File: src/rtl/clk_period_meter.sv
// Measures a slow clock's period in in_clk cycles, with strobes and lock/loss status.
// Define DUTY_MEAS_EN to add the high_time output.
module clk_period_meter #(
    parameter int CNT_W      = 32,
    parameter int TIMEOUT    = 1000000,
    parameter int LOCK_COUNT = 4,
    parameter int TOL        = 1
) (
    input  logic             in_clk,
    input  logic             rst_n,
    input  logic             slow_clk,
    output logic             rise_stb,
    output logic             fall_stb,
    output logic [CNT_W-1:0] period,
    output logic             period_vld,
    output logic             locked,
    output logic             lost
`ifdef DUTY_MEAS_EN
    ,
    output logic [CNT_W-1:0] high_time
`endif
);

    typedef enum logic [2:0] {
        IDLE,
        MEAS,
        ACQ,
        LOCK_S,
        LOST_S
    } state_t;

    localparam logic [CNT_W-1:0] CNT_MAX = '1;
    localparam logic [CNT_W-1:0] TO_LAST = CNT_W'(TIMEOUT - 1);
    localparam logic [CNT_W-1:0] TOL_C   = CNT_W'(TOL);
    localparam logic [CNT_W-1:0] ONE     = CNT_W'(1);
    localparam logic [7:0]       LOCK_C  = 8'(LOCK_COUNT);

    state_t           state;
    logic             sync1_q;
    logic             sync_q;
    logic             hist_q;
    logic [CNT_W-1:0] cnt;
    logic [CNT_W-1:0] ref_q;
    logic [CNT_W-1:0] cnt_inc;
    logic [CNT_W-1:0] diff;
    logic [7:0]       match;
    logic [7:0]       match_inc;
    logic             rise_det;
    logic             fall_det;
    logic             in_tol;
    logic             timeout_hit;
    logic             active;

    assign rise_det    = sync_q & ~hist_q;
    assign fall_det    = ~sync_q & hist_q;
    assign cnt_inc     = cnt + ONE;
    assign diff        = (cnt_inc >= ref_q) ? (cnt_inc - ref_q)
                                            : (ref_q - cnt_inc);
    assign in_tol      = (diff <= TOL_C);
    assign match_inc   = match + 8'd1;
    assign timeout_hit = (cnt == TO_LAST);
    assign active      = (state == MEAS) || (state == ACQ) ||
                         (state == LOCK_S);

    always_ff @(posedge in_clk or negedge rst_n) begin
        if (!rst_n) begin
            sync1_q  <= 1'b0;
            sync_q   <= 1'b0;
            hist_q   <= 1'b0;
            rise_stb <= 1'b0;
            fall_stb <= 1'b0;
            cnt      <= '0;
        end else begin
            sync1_q  <= slow_clk;
            sync_q   <= sync1_q;
            hist_q   <= sync_q;
            rise_stb <= rise_det;
            fall_stb <= fall_det;
            if (rise_det)
                cnt <= '0;
            else if (cnt != CNT_MAX)
                cnt <= cnt_inc;
        end
    end

    // A rise always takes priority over the timeout in the same cycle.
    always_ff @(posedge in_clk or negedge rst_n) begin
        if (!rst_n) begin
            state      <= IDLE;
            period     <= '0;
            period_vld <= 1'b0;
            locked     <= 1'b0;
            lost       <= 1'b0;
            ref_q      <= '0;
            match      <= '0;
        end else begin
            period_vld <= 1'b0;
            if (rise_det) begin
                unique case (state)
                    IDLE, LOST_S: begin
                        state <= MEAS;
                        lost  <= 1'b0;
                    end
                    MEAS: begin
                        period     <= cnt_inc;
                        period_vld <= 1'b1;
                        ref_q      <= cnt_inc;
                        match      <= 8'd1;
                        if (LOCK_C == 8'd1) begin
                            state  <= LOCK_S;
                            locked <= 1'b1;
                        end else begin
                            state <= ACQ;
                        end
                    end
                    ACQ: begin
                        period     <= cnt_inc;
                        period_vld <= 1'b1;
                        if (in_tol) begin
                            match <= match_inc;
                            if (match_inc >= LOCK_C) begin
                                state  <= LOCK_S;
                                locked <= 1'b1;
                            end
                        end else begin
                            ref_q <= cnt_inc;
                            match <= 8'd1;
                        end
                    end
                    LOCK_S: begin
                        period     <= cnt_inc;
                        period_vld <= 1'b1;
                        if (!in_tol) begin
                            state  <= ACQ;
                            locked <= 1'b0;
                            ref_q  <= cnt_inc;
                            match  <= 8'd1;
                        end
                    end
                    default: state <= IDLE;
                endcase
            end else if (timeout_hit && active) begin
                state  <= LOST_S;
                lost   <= 1'b1;
                locked <= 1'b0;
                match  <= '0;
            end
        end
    end

`ifdef DUTY_MEAS_EN
    logic seen_q;

    always_ff @(posedge in_clk or negedge rst_n) begin
        if (!rst_n) begin
            seen_q    <= 1'b0;
            high_time <= '0;
        end else begin
            if (rise_det)
                seen_q <= 1'b1;
            if (fall_det && seen_q)
                high_time <= cnt_inc;
        end
    end
`endif

endmodule
File: config.mk
export PLATFORM = sky130hd
export DESIGN_NAME = clk_period_meter
export DESIGN_NICKNAME = d
export VERILOG_FILES = /design/src/rtl/clk_period_meter.sv
export SDC_FILE = /design/constraint.sdc
export NUM_CORES = 1
export LEC_CHECK = 0
export CORE_MARGIN = 5
export CORE_UTILIZATION = 62
export CTS_CLUSTER_SIZE = 10
export DETAILED_ROUTE_END_ITERATION = 8
export PLACE_DENSITY = 0.81
export SLEW_MARGIN = 10
export SYNTH_ARGS = -nofsm -noshare
export SYNTH_HDL_FRONTEND = slang
export SYNTH_SLANG_ARGS = --single-unit
export TNS_END_PERCENT = 20
File: constraint.sdc
create_clock -name in_clk -period 6.5 [get_ports in_clk]
set_input_delay 0.975 -clock in_clk [delete_from_list [all_inputs] [get_ports in_clk]]
set_output_delay 0.975 -clock in_clk [all_outputs]
set_load 0.005 [all_outputs]
==> results of run 1 <==
-- worst max-delay path by stage --
| stage | start | endpoint |
|---|---|---|
| 6_report | cnt[2] | ref_q[19] |
| 5_1_grt | cnt[2] | match[2] |
| 4_1_cts | cnt[2] | match[6] |
| 3_5_place_dp | cnt[0] | match[6] |
| 3_3_place_gp | cnt[2] | match[6] |
| 2_1_floorplan | cnt[2] | ref_q[1] |
-- power by group through the flow --
stage	Clock [mW]	Combinational [mW]	Sequential [mW]
2_1_floorplan	0	2.04	0.811
3_3_place_gp	0	2.65	0.823
3_5_place_dp	0	2.63	0.828
4_1_cts	0.882	2.65	0.816
5_1_grt	0.923	2.94	0.825
6_report	0.881	2.75	0.818
-- per-layer routing --
metal | routed length [µm] | vias up
met2 | 11600 | 442
met3 | 2310 | 72
met1 | 12400 | 4053
li1 | - | 3929
met5 | 0 | -
met4 | 879 | 0
-- critical path, cell delays in order (launching register included) --
cell                       delay, ns
sky130_fd_sc_hd__dfrtp_1        0.40
sky130_fd_sc_hd__and3_1         0.19
sky130_fd_sc_hd__and3_1         0.21
sky130_fd_sc_hd__nand2_1        0.10
sky130_fd_sc_hd__or2_2          0.31
sky130_fd_sc_hd__inv_1          0.12
sky130_fd_sc_hd__nand2_1        0.13
sky130_fd_sc_hd__nor2_1         0.19
sky130_fd_sc_hd__nand2_1        0.14
sky130_fd_sc_hd__nor2_1         0.16
sky130_fd_sc_hd__xor2_1         0.31
sky130_fd_sc_hd__ha_2           0.44
sky130_fd_sc_hd__a21oi_1        0.27
sky130_fd_sc_hd__o21ai_0        0.25
sky130_fd_sc_hd__nand2b_1       0.13
sky130_fd_sc_hd__nand2_1        0.11
sky130_fd_sc_hd__or3_4          0.43
sky130_fd_sc_hd__or4_4          0.53
sky130_fd_sc_hd__o211ai_2       0.08
sky130_fd_sc_hd__o311ai_1       0.18
sky130_fd_sc_hd__nor4_2         0.31
sky130_fd_sc_hd__nand4_2        0.23
sky130_fd_sc_hd__o21ai_4        0.21
sky130_fd_sc_hd__buf_12         0.26
sky130_fd_sc_hd__mux2i_1        0.24
-- sequential cells by signal, summed over array words and instances, names as in the netlist --
name / flops
rise_stb: 1
hist_q: 1
locked: 1
period_vld: 1
fall_stb: 1
ref_q: 32
sync1_q: 1
state: 3
match: 8
lost: 1
cnt: 32
sync_q: 1
period: 32
-- cells in the mapped netlist, types with 4 or more instances --
| cell | count |
|---|---|
| sky130_fd_sc_hd__o21ai_0 | 131 |
| sky130_fd_sc_hd__dfrtp_1 | 115 |
| sky130_fd_sc_hd__nand2_1 | 97 |
| sky130_fd_sc_hd__a21oi_1 | 94 |
| sky130_fd_sc_hd__inv_1 | 91 |
| sky130_fd_sc_hd__nor2_1 | 73 |
| sky130_fd_sc_hd__ha_1 | 66 |
| sky130_fd_sc_hd__clkbuf_1 | 40 |
| sky130_fd_sc_hd__mux2i_1 | 37 |
| sky130_fd_sc_hd__xnor2_1 | 37 |
| sky130_fd_sc_hd__nand3_1 | 29 |
| sky130_fd_sc_hd__xor2_1 | 24 |
| sky130_fd_sc_hd__nor3_1 | 22 |
| sky130_fd_sc_hd__and3_1 | 19 |
| sky130_fd_sc_hd__nand4_1 | 18 |
| sky130_fd_sc_hd__nor4_1 | 13 |
| sky130_fd_sc_hd__o211ai_1 | 12 |
| sky130_fd_sc_hd__and2_1 | 11 |
| sky130_fd_sc_hd__a211oi_1 | 10 |
| sky130_fd_sc_hd__nand2b_1 | 10 |
| sky130_fd_sc_hd__o21a_1 | 9 |
| sky130_fd_sc_hd__o21bai_1 | 9 |
| sky130_fd_sc_hd__nor2b_1 | 8 |
| sky130_fd_sc_hd__or2_2 | 7 |
| sky130_fd_sc_hd__or3_1 | 7 |
| sky130_fd_sc_hd__a21o_1 | 6 |
| sky130_fd_sc_hd__a31oi_1 | 6 |
| sky130_fd_sc_hd__a211o_1 | 5 |
| sky130_fd_sc_hd__o2111ai_1 | 5 |
| sky130_fd_sc_hd__or4_1 | 5 |
| sky130_fd_sc_hd__mux2_2 | 4 |
| sky130_fd_sc_hd__nand3b_1 | 4 |
| sky130_fd_sc_hd__o22ai_1 | 4 |
-- repair_timing --
action | 4_1_cts | 5_1_grt
hold endpoints to repair | 0 | 0
setup endpoints to repair | 0 | 40
gates resized for setup | 0 | 7
-- metrics by stage --
step / area, µm² / utilization [%] / setup slack [ns]
floorplan: 9030 / - / 1.49
global placement: 9490 / 65.8 / 0.605
detailed placement: 9490 / 65.8 / 0.453
CTS: 10000 / 69.6 / 0.398
global route: 10100 / 69.8 / 0.0200
finish: 10100 / 69.8 / 0.442
-- cell families after synthesis --
family	count (synthesis)	synth area share, %
adders and majority gates	68	9.59
AOI/OAI and AO/OA	330	22.2
and+or+nand+nor	342	19.1
buffers and inverters	142	6.65
DFF	115	31.9
xor gates and xnor gates	61	5.92
muxes	41	4.60
-- final cells by class --
type / instances / area (µm²) / area share [%]
multi-input combinational: 842 / 5590 / 55.6
clock buffer: 18 / 429 / 4.26
inverter: 91 / 342 / 3.39
clock inverter: 14 / 120 / 1.19
sequential: 115 / 2880 / 28.6
timing repair buffer: 49 / 475 / 4.72
tap: 184 / 230 / 2.29
==> qor.yml, run 1 <==
clkPwrFrac_pct: 19.8
dp.final_hpwl_mm: 20.4
place_congestion: 1.02
i_o_pins: 40
wire_length_of_the_first_global_routing_pass_mm: 43.2
period_share_pct: 93.2
die_w_um: 131
cts_setup_buffers: 0
postRouteAntennaNets: 0
area.growth.synth_to_final_pct: 11.5
die_h_um: 131
worst_ep_required_time_ns: 6.83
drt-total-wl_mm: 27.2
synth-seq-cells: 115
clock-root-buffer: "sky130_fd_sc_hd__clkbuf_16"
critPathMaxFanout: 32
final_common_cell: "sky130_fd_sc_hd__o21ai_0"
floorplan.initialDensity_pct: 62.6
cts_buffers: 17
fin_nets: 1187
reg2reg_from: "cnt[2]"
drt-vias-per-instance: 6.47
maxCapViolCount: 0
wl_per_cell_um: 20.7
syn_avg_cell_area_um2: 8.22
place.detailed.instances: 1281
ys_seq_area_share_pct: 31.9
seqPwrFrac_pct: 18.4
hold_path_class: "register to register"
synth_top_cells_by_area: "sky130_fd_sc_hd__dfrtp_1 32%, sky130_fd_sc_hd__ha_1 9.1%, sky130_fd_sc_hd__o21ai_0 7.3%, sky130_fd_sc_hd__a21oi_1 5.2%, sky130_fd_sc_hd__mux2i_1 4.1%"
syn_area_um2: 9030
worst_ir_drop_vdd_mv: 0.248
fin_hold_ws_ns: 0.362
report.final.setup_viol: 0
run_status: "finished, final reports clean"
worst_setup_path_start_kind: "register"
fmax_ghz: 0.165
post-route-min-period_ns: 6.06
cell_internal_power_mw: 2.38
synth.largest_area_cell: "sky130_fd_sc_hd__dfrtp_1"
async_flop_share_pct: 100
worst_setup_path_end_kind: "register"
insertion_delay_ns: 0.42
number_of_hold_slack_violations_in_the_final_timing_report: 0
netlist_instances: 1099
synth.yosys.warnings: 0
total_leakage_power_nw: 4.74
worst_hold_startpoint: "sync1_q"
cellPowerDensity_nw_per_um2: 442
ctsHtreeMaxLevel: 4
overall_track_demand_over_capacity_in_global_routing_pct: 32.5
post-synth-top-area-fraction_pct: 31.9
relSlewSlack_pct: 42.7
first_pass_iteration_count_of_the_detailed_router: 5
cp.arrival_ns: 6.39
net_switching_power_figure_mw: 2.07
vias: 8496
edff_count_synth: 0
cts_tree: "built"
cts_buffer_depth: 2
layout.filler_cells: 1129
finalNonFillerCells: 1313
fp-row-count: 44
clk_pin_slew_worst_paths_ns: 0.06
globalRouteMet2Util_pct: 47.3
hold-path-cell-count: 0
worstHoldEndpoint: "sync_q"
drt_iter0_drc: 857
final_max_slew_viol_count: 0
r2r_slack_ns: 0.44
port-buffer-count: 39
drive_gt1_share_pct: 6.82
fin_skew_ns: 0.0101
grt_start_max_net_pins: 66
diodes: 0
worst_slew_pin_slew_ns: 0.838
syn_nets: 1170
combinationalPowerShare_pct: 61.8
swShare_pct: 46.5
tritoncts_sink_count: 115
ys_types: 76
floorplan.core_area_um2: 14400
globalRouteMet3Util_pct: 5.61
layout_common_cells: "129 x sky130_fd_sc_hd__o21ai_0, 115 x sky130_fd_sc_hd__dfrtp_1, 97 x sky130_fd_sc_hd__nand2_1, 94 x sky130_fd_sc_hd__a21oi_1, 91 x sky130_fd_sc_hd__inv_1"
synth_flop_cell: "sky130_fd_sc_hd__dfrtp_1"
post_layout_total_power_mw: 4.45
drc_errors: 0
timing.setup.critical_path_class: "register to register"
grt_pass1_vias: 8087
cts_hold_buffers: 0
grt.busiest_layer: "met1"
regToRegEndpoint: "ref_q[19]"
finalSetupTns_ns: 0
globalRouteMet1Util_pct: 48.6
dieArea_um2: 17100
grt_antenna_before_repair: 0
r2r_cells: 24
grt_setup_unrepaired: "no"
overflow: 0
Note: power is estimated with default switching activity, not from simulation.
==> run 2, diff against run 1 <==
- GPL_TIMING_DRIVEN: default -> 0
==> run 2 against run 1 <==
Sequential power decreased by 2%. Die area unchanged. Final cell count increased by 3.1%.
==> qor.yml, run 2 (synthesized netlist as in run 1, its figures left out) <==
run_status: "finished, final reports clean"
postRouteAntennaNets: 0
fp-row-count: 44
tritoncts_sink_count: 115
number_of_hold_slack_violations_in_the_final_timing_report: 0
cpMaxStageDelayCell: "sky130_fd_sc_hd__or4b_1"
relSlewSlack_pct: 46.4
floorplan.initialDensity_pct: 62.6
final_common_cell: "sky130_fd_sc_hd__o21ai_0"
insertion_delay_ns: 0.40
wl_per_cell_um: 19.8
layout_common_cells: "129 x sky130_fd_sc_hd__o21ai_0, 115 x sky130_fd_sc_hd__dfrtp_1, 97 x sky130_fd_sc_hd__nand2_1, 93 x sky130_fd_sc_hd__a21oi_1, 91 x sky130_fd_sc_hd__inv_1"
layout.filler_cells: 1121
layout.area.seq_um2: 2880
finalNonFillerCells: 1354
r2r_cells: 27
clock-root-buffer: "sky130_fd_sc_hd__clkbuf_16"
crit_path_frequent_cell: "sky130_fd_sc_hd__nand2_1"
hold_path_class: "register to register"
clk_pin_slew_worst_paths_ns: 0.05
grt_pass1_vias: 8143
biggestRegsByFlops: "cnt x32, period x32, ref_q x32"
fin_hold_ws_ns: 0.362
vias: 8623
drive_gt1_share_pct: 6.67
die_h_um: 131
overflow: 0
post_layout_total_power_mw: 4.38
first_pass_iteration_count_of_the_detailed_router: 5
fin_nets: 1231
dpl-instance-area_um2: 9680
maxCapViolCount: 0
cts_tree: "built"
overall_track_demand_over_capacity_in_global_routing_pct: 32.1
worstHoldEndpoint: "sync_q"
total_leakage_power_nw: 4.81
port-buffer-count: 39
grt_antenna_before_repair: 0
worst_hold_startpoint: "sync1_q"
cts_hold_buffers: 0
floorplan.core_area_um2: 14400
critPathMaxFanout: 10
area.growth.synth_to_final_pct: 13.6
place.detailed.instances: 1323
i_o_pins: 40
diodes: 0
drc_errors: 0
r2r_slack_ns: 0.19
final_max_slew_viol_count: 0
dieArea_um2: 17100
drt_iter0_drc: 954
grt_start_max_net_pins: 60
drt-total-wl_mm: 26.9
report.final.setup_viol: 0
regToRegEndpoint: "ref_q[24]"
wire_length_of_the_first_global_routing_pass_mm: 42.8
cts_buffer_depth: 2
ctsHtreeMaxLevel: 4
worst_setup_path_end_kind: "register"
cts_buffers: 17
dp.final_hpwl_mm: 20.5
cp_slowest_stage_delay_ns: 0.52
timing.setup.critical_path_class: "register to register"
place_congestion: 1.03
worst_setup_path_start_kind: "register"
drt-vias-per-instance: 6.37
reg2reg_from: "cnt[2]"
worst_slew_pin_slew_ns: 0.784
worst_ep_required_time_ns: 6.82
multi_input_comb_area_um2: 5620
die_w_um: 131
hold-path-cell-count: 0
post-route-min-period_ns: 6.31
final_area_um2: 10300
finalSetupTns_ns: 0
fmax_ghz: 0.159
cellPowerDensity_nw_per_um2: 427
worst_ir_drop_vdd_mv: 0.260
period_share_pct: 97.0
cp.arrival_ns: 6.63
fin_skew_ns: 0.00663
==> run 2: power by group <==
group	total (mW)	internal, mW	leakage [nW]	switching [mW]
registers	0.804	0.769	1.56	0.0355
logic	2.80	1.16	3.00	1.64
clock network	0.778	0.484	0.245	0.295
==> run 2: what timing repair did <==
action | CTS | global route
setup buffers | 0 | 5
pin swaps | 0 | 4
resized for setup | 2 | 11
endpoints found under the setup margin | 7 | 42
==> run 2: routing by layer <==
| layer | GRT usage [%] | vias to the layer above | wire length (µm) |
|---|---|---|---|
| met1 | 45.0 | 4138 | 12100 |
| met2 | 49.6 | 393 | 12100 |
| met4 | 12.5 | 0 | 917 |
| met3 | 6.14 | 75 | 1740 |
| li1 | - | 4017 | - |
| met5 | 0 | - | 0 |
==> run 2: worst max-delay path: cells and delay by family, from the launching register on <==
kind	cells	cell delay, ns
fa+ha+maj	1	0.36
simple gates	14	3.19
mux	1	0.21
buf+inv	5	0.73
flops	1	0.38
compound gates	5	1.11
xor+xnor	1	0.23
==> run 2: cell type report <==
cell class / instances / area share [%]
multi-input combinational: 842 / 54.7
sequential: 115 / 28.0
timing repair buffer: 45 / 4.45
clock buffer: 22 / 4.43
inverter: 91 / 3.33
buffer: 48 / 2.41
tap: 184 / 2.24
clock inverter: 7 / 0.366
==> run 2: worst max path at each step <==
stage / from / end / slack (ns) / cells after the start
floorplan: cnt[2] / ref_q[1] / 1.49 / 26
global placement: cnt[0] / match[3] / 0.05 / 24
detailed placement: cnt[0] / match[6] / 0.002 / 24
CTS: cnt[0] / match[7] / 0.07 / 24
global route: cnt[2] / ref_q[24] / -0.09 / 27
finish: cnt[2] / ref_q[24] / 0.19 / 27
==> run 2: stage by stage <==
stage | worst slack, ns | util [%]
after floorplan | 1.49 | -
after global placement | 0.0505 | 66.9
after detailed placement | 0.00160 | 67.1
after CTS | 0.0670 | 70.6
after global routing | -0.0860 | 71.1
final | 0.193 | 71.1
==> run 3, diff against run 2 <==
- GPL_ROUTABILITY_DRIVEN: default -> 0
==> run 3 against run 2 <==
Global-route usage about the same. Setup slack got worse by 0.0070 ns. Hold slack improved by 0.0068 ns. Flip-flop and latch count unchanged. First-iteration DRC count increased by 25%. Die area unchanged. Maximum frequency decreased by 0.11%. Via count increased by 1.8%. Count of clock-buffer cells in the layout decreased by 2. Wire length increased by 0.36%. Clock power increased by 30%.
==> qor.yml, run 3 (synthesized netlist as in run 1, its figures left out) <==
worst_setup_path_start_kind: "register"
seqPwrFrac_pct: 17.2
layout_common_cells: "130 x sky130_fd_sc_hd__o21ai_0, 115 x sky130_fd_sc_hd__dfrtp_1, 97 x sky130_fd_sc_hd__nand2_1, 94 x sky130_fd_sc_hd__a21oi_1, 91 x sky130_fd_sc_hd__inv_1"
finalNonFillerCells: 1357
globalRouteMet1Util_pct: 45.2
wl_per_cell_um: 19.9
run_status: "finished, final reports clean"
worst_setup_path_end_kind: "register"
worst_ir_drop_vdd_mv: 0.298
cell_internal_power_mw: 2.62
critPathMaxFanout: 10
first_pass_iteration_count_of_the_detailed_router: 6
clkPwrFrac_pct: 21.6
globalRouteMet3Util_pct: 5.45
dp.final_hpwl_mm: 20.1
relSlewSlack_pct: 45.3
final_max_slew_viol_count: 0
number_of_hold_slack_violations_in_the_final_timing_report: 0
place.detailed.instances: 1323
drc_errors: 0
biggestRegsByFlops: "cnt x32, period x32, ref_q x32"
reg2reg_from: "cnt[0]"
swShare_pct: 43.8
dieArea_um2: 17100
drt_iter0_drc: 1195
wire_length_of_the_first_global_routing_pass_mm: 43.3
report.final.setup_viol: 0
worst_hold_startpoint: "sync1_q"
cp.arrival_ns: 6.63
floorplan.initialDensity_pct: 62.6
fin_nets: 1231
r2r_slack_ns: 0.19
cts_hold_buffers: 0
clk_pin_slew_worst_paths_ns: 0.06
i_o_pins: 40
grt_start_max_net_pins: 66
final_common_cell: "sky130_fd_sc_hd__o21ai_0"
cellPowerDensity_nw_per_um2: 448
grt.busiest_layer: "met2"
port-buffer-count: 39
hold-path-cell-count: 0
maxCapViolCount: 0
worst_setup_path_endpoint: "ref_q[23]"
regToRegEndpoint: "ref_q[23]"
fp-row-count: 44
globalRouteMet2Util_pct: 49.0
drt-vias-per-instance: 6.47
postRouteAntennaNets: 0
post_layout_total_power_mw: 4.66
r2r_cells: 25
worst_ep_required_time_ns: 6.82
net_switching_power_figure_mw: 2.04
dp_slack_ns: 0.0360
fmax_ghz: 0.158
post-route-min-period_ns: 6.31
period_share_pct: 97.1
grt_antenna_before_repair: 0
cts_buffers: 17
worst_slew_pin_slew_ns: 0.799
critical_path.startpoint: "cnt[0]"
cts_tree: "built"
cts_buffer_depth: 2
drive_gt1_share_pct: 7.16
floorplan.core_area_um2: 14400
area.growth.synth_to_final_pct: 15.2
tritoncts_sink_count: 115
insertion_delay_ns: 0.42
timing.setup.critical_path_class: "register to register"
grt_pass1_vias: 8403
hold_path_class: "register to register"
diodes: 0
total_leakage_power_nw: 4.87
ctsHtreeMaxLevel: 4
drt-total-wl_mm: 26.9
combinationalPowerShare_pct: 61.2
fin_skew_ns: 0.00606
vias: 8782
clock-root-buffer: "sky130_fd_sc_hd__clkbuf_16"
overflow: 0
timing.final.ws_setup_ns: 0.186
overall_track_demand_over_capacity_in_global_routing_pct: 32.2
die_w_um: 131
die_h_um: 131
run 3: cell count changes in the layout (fill, tap and decap cells not counted), sizes merged:
| cell | before | now |
|---|---|---|
| buf | 17 | 18 |
| clkinvlp | 1 | 4 |
| bufinv | 0 | 4 |
| inv | 91 | 92 |
| clkinv | 6 | 3 |
| clkbuf | 60 | 57 |
run 3: area by class of cell:
class | count | area, µm²
fillers | 1096 | 4020
flip-flops and latches | 115 | 2880
inverters | 91 | 342
clock inverters | 12 | 178
well taps | 184 | 230
multi-input cells | 842 | 5600
repair buffers | 46 | 464
plain buffers | 47 | 244
clock buffers | 20 | 467
run 3: how the worst min path moves through the flow:
stage / endpoint / slack, ns
floorplan: sync_q / 0.33
global placement: sync_q / 0.34
detailed placement: sync_q / 0.35
CTS: sync_q / 0.37
global route: sync_q / 0.38
finish: sync_q / 0.37
run 3: metal layers:
metal	part of all wire (%)	vias to the layer above
met3	7.4	109
met5	0	-
li1	-	4032
met1	44	4175
met2	44	466
met4	4.6	0
run 3: repair_timing:
item,4_1_cts,5_1_grt
cloned,0,0
buffers inserted,0,6
gates resized for setup,2,8
endpoints found under the hold margin,0,0
endpoints found under the setup margin,6,42
pin swaps,0,3
run 3: critical path, stage by stage (launching register included):
cell,delay (ns)
sky130_fd_sc_hd__dfrtp_1,0.51
sky130_fd_sc_hd__ha_1,0.27
sky130_fd_sc_hd__nand3_1,0.31
sky130_fd_sc_hd__nor2_2,0.35
sky130_fd_sc_hd__nand2_1,0.11
sky130_fd_sc_hd__nor2_1,0.30
sky130_fd_sc_hd__nand2_1,0.11
sky130_fd_sc_hd__nor2_1,0.18
sky130_fd_sc_hd__and3_1,0.19
sky130_fd_sc_hd__xor2_1,0.24
sky130_fd_sc_hd__ha_2,0.39
sky130_fd_sc_hd__nand4_1,0.18
sky130_fd_sc_hd__nor2_1,0.07
sky130_fd_sc_hd__a21oi_1,0.15
sky130_fd_sc_hd__nand2_1,0.16
sky130_fd_sc_hd__or3_1,0.36
sky130_fd_sc_hd__buf_6,0.17
sky130_fd_sc_hd__or4_4,0.51
sky130_fd_sc_hd__o211ai_2,0.10
sky130_fd_sc_hd__o311ai_1,0.15
sky130_fd_sc_hd__nor4_2,0.31
sky130_fd_sc_hd__nand4_2,0.25
sky130_fd_sc_hd__o21ai_4,0.26
sky130_fd_sc_hd__buf_4,0.19
sky130_fd_sc_hd__buf_12,0.15
sky130_fd_sc_hd__mux2i_1,0.25
run 3: stage by stage:
| step | setup TNS [ns] | util (%) | hold WS (ns) | area, µm² |
|---|---|---|---|---|
| floorplan | 0 | - | 0.331 | 9030 |
| global placement | 0 | 66.9 | 0.337 | 9650 |
| detailed placement | 0 | 67.1 | 0.345 | 9680 |
| CTS | 0 | 71.6 | 0.367 | 10300 |
| global route | -0.120 | 72.1 | 0.376 | 10400 |
| finish | 0 | 72.1 | 0.369 | 10400 |
run 3: power by group through the flow:
stage	clock network [mW]	logic (mW)	registers, mW
final	1.01	2.85	0.804
after floorplan	0	2.04	0.811
after detailed placement	0	2.68	0.814
after global placement	0	2.63	0.811
after CTS	1.01	2.71	0.803
after global routing	1.05	3.06	0.811
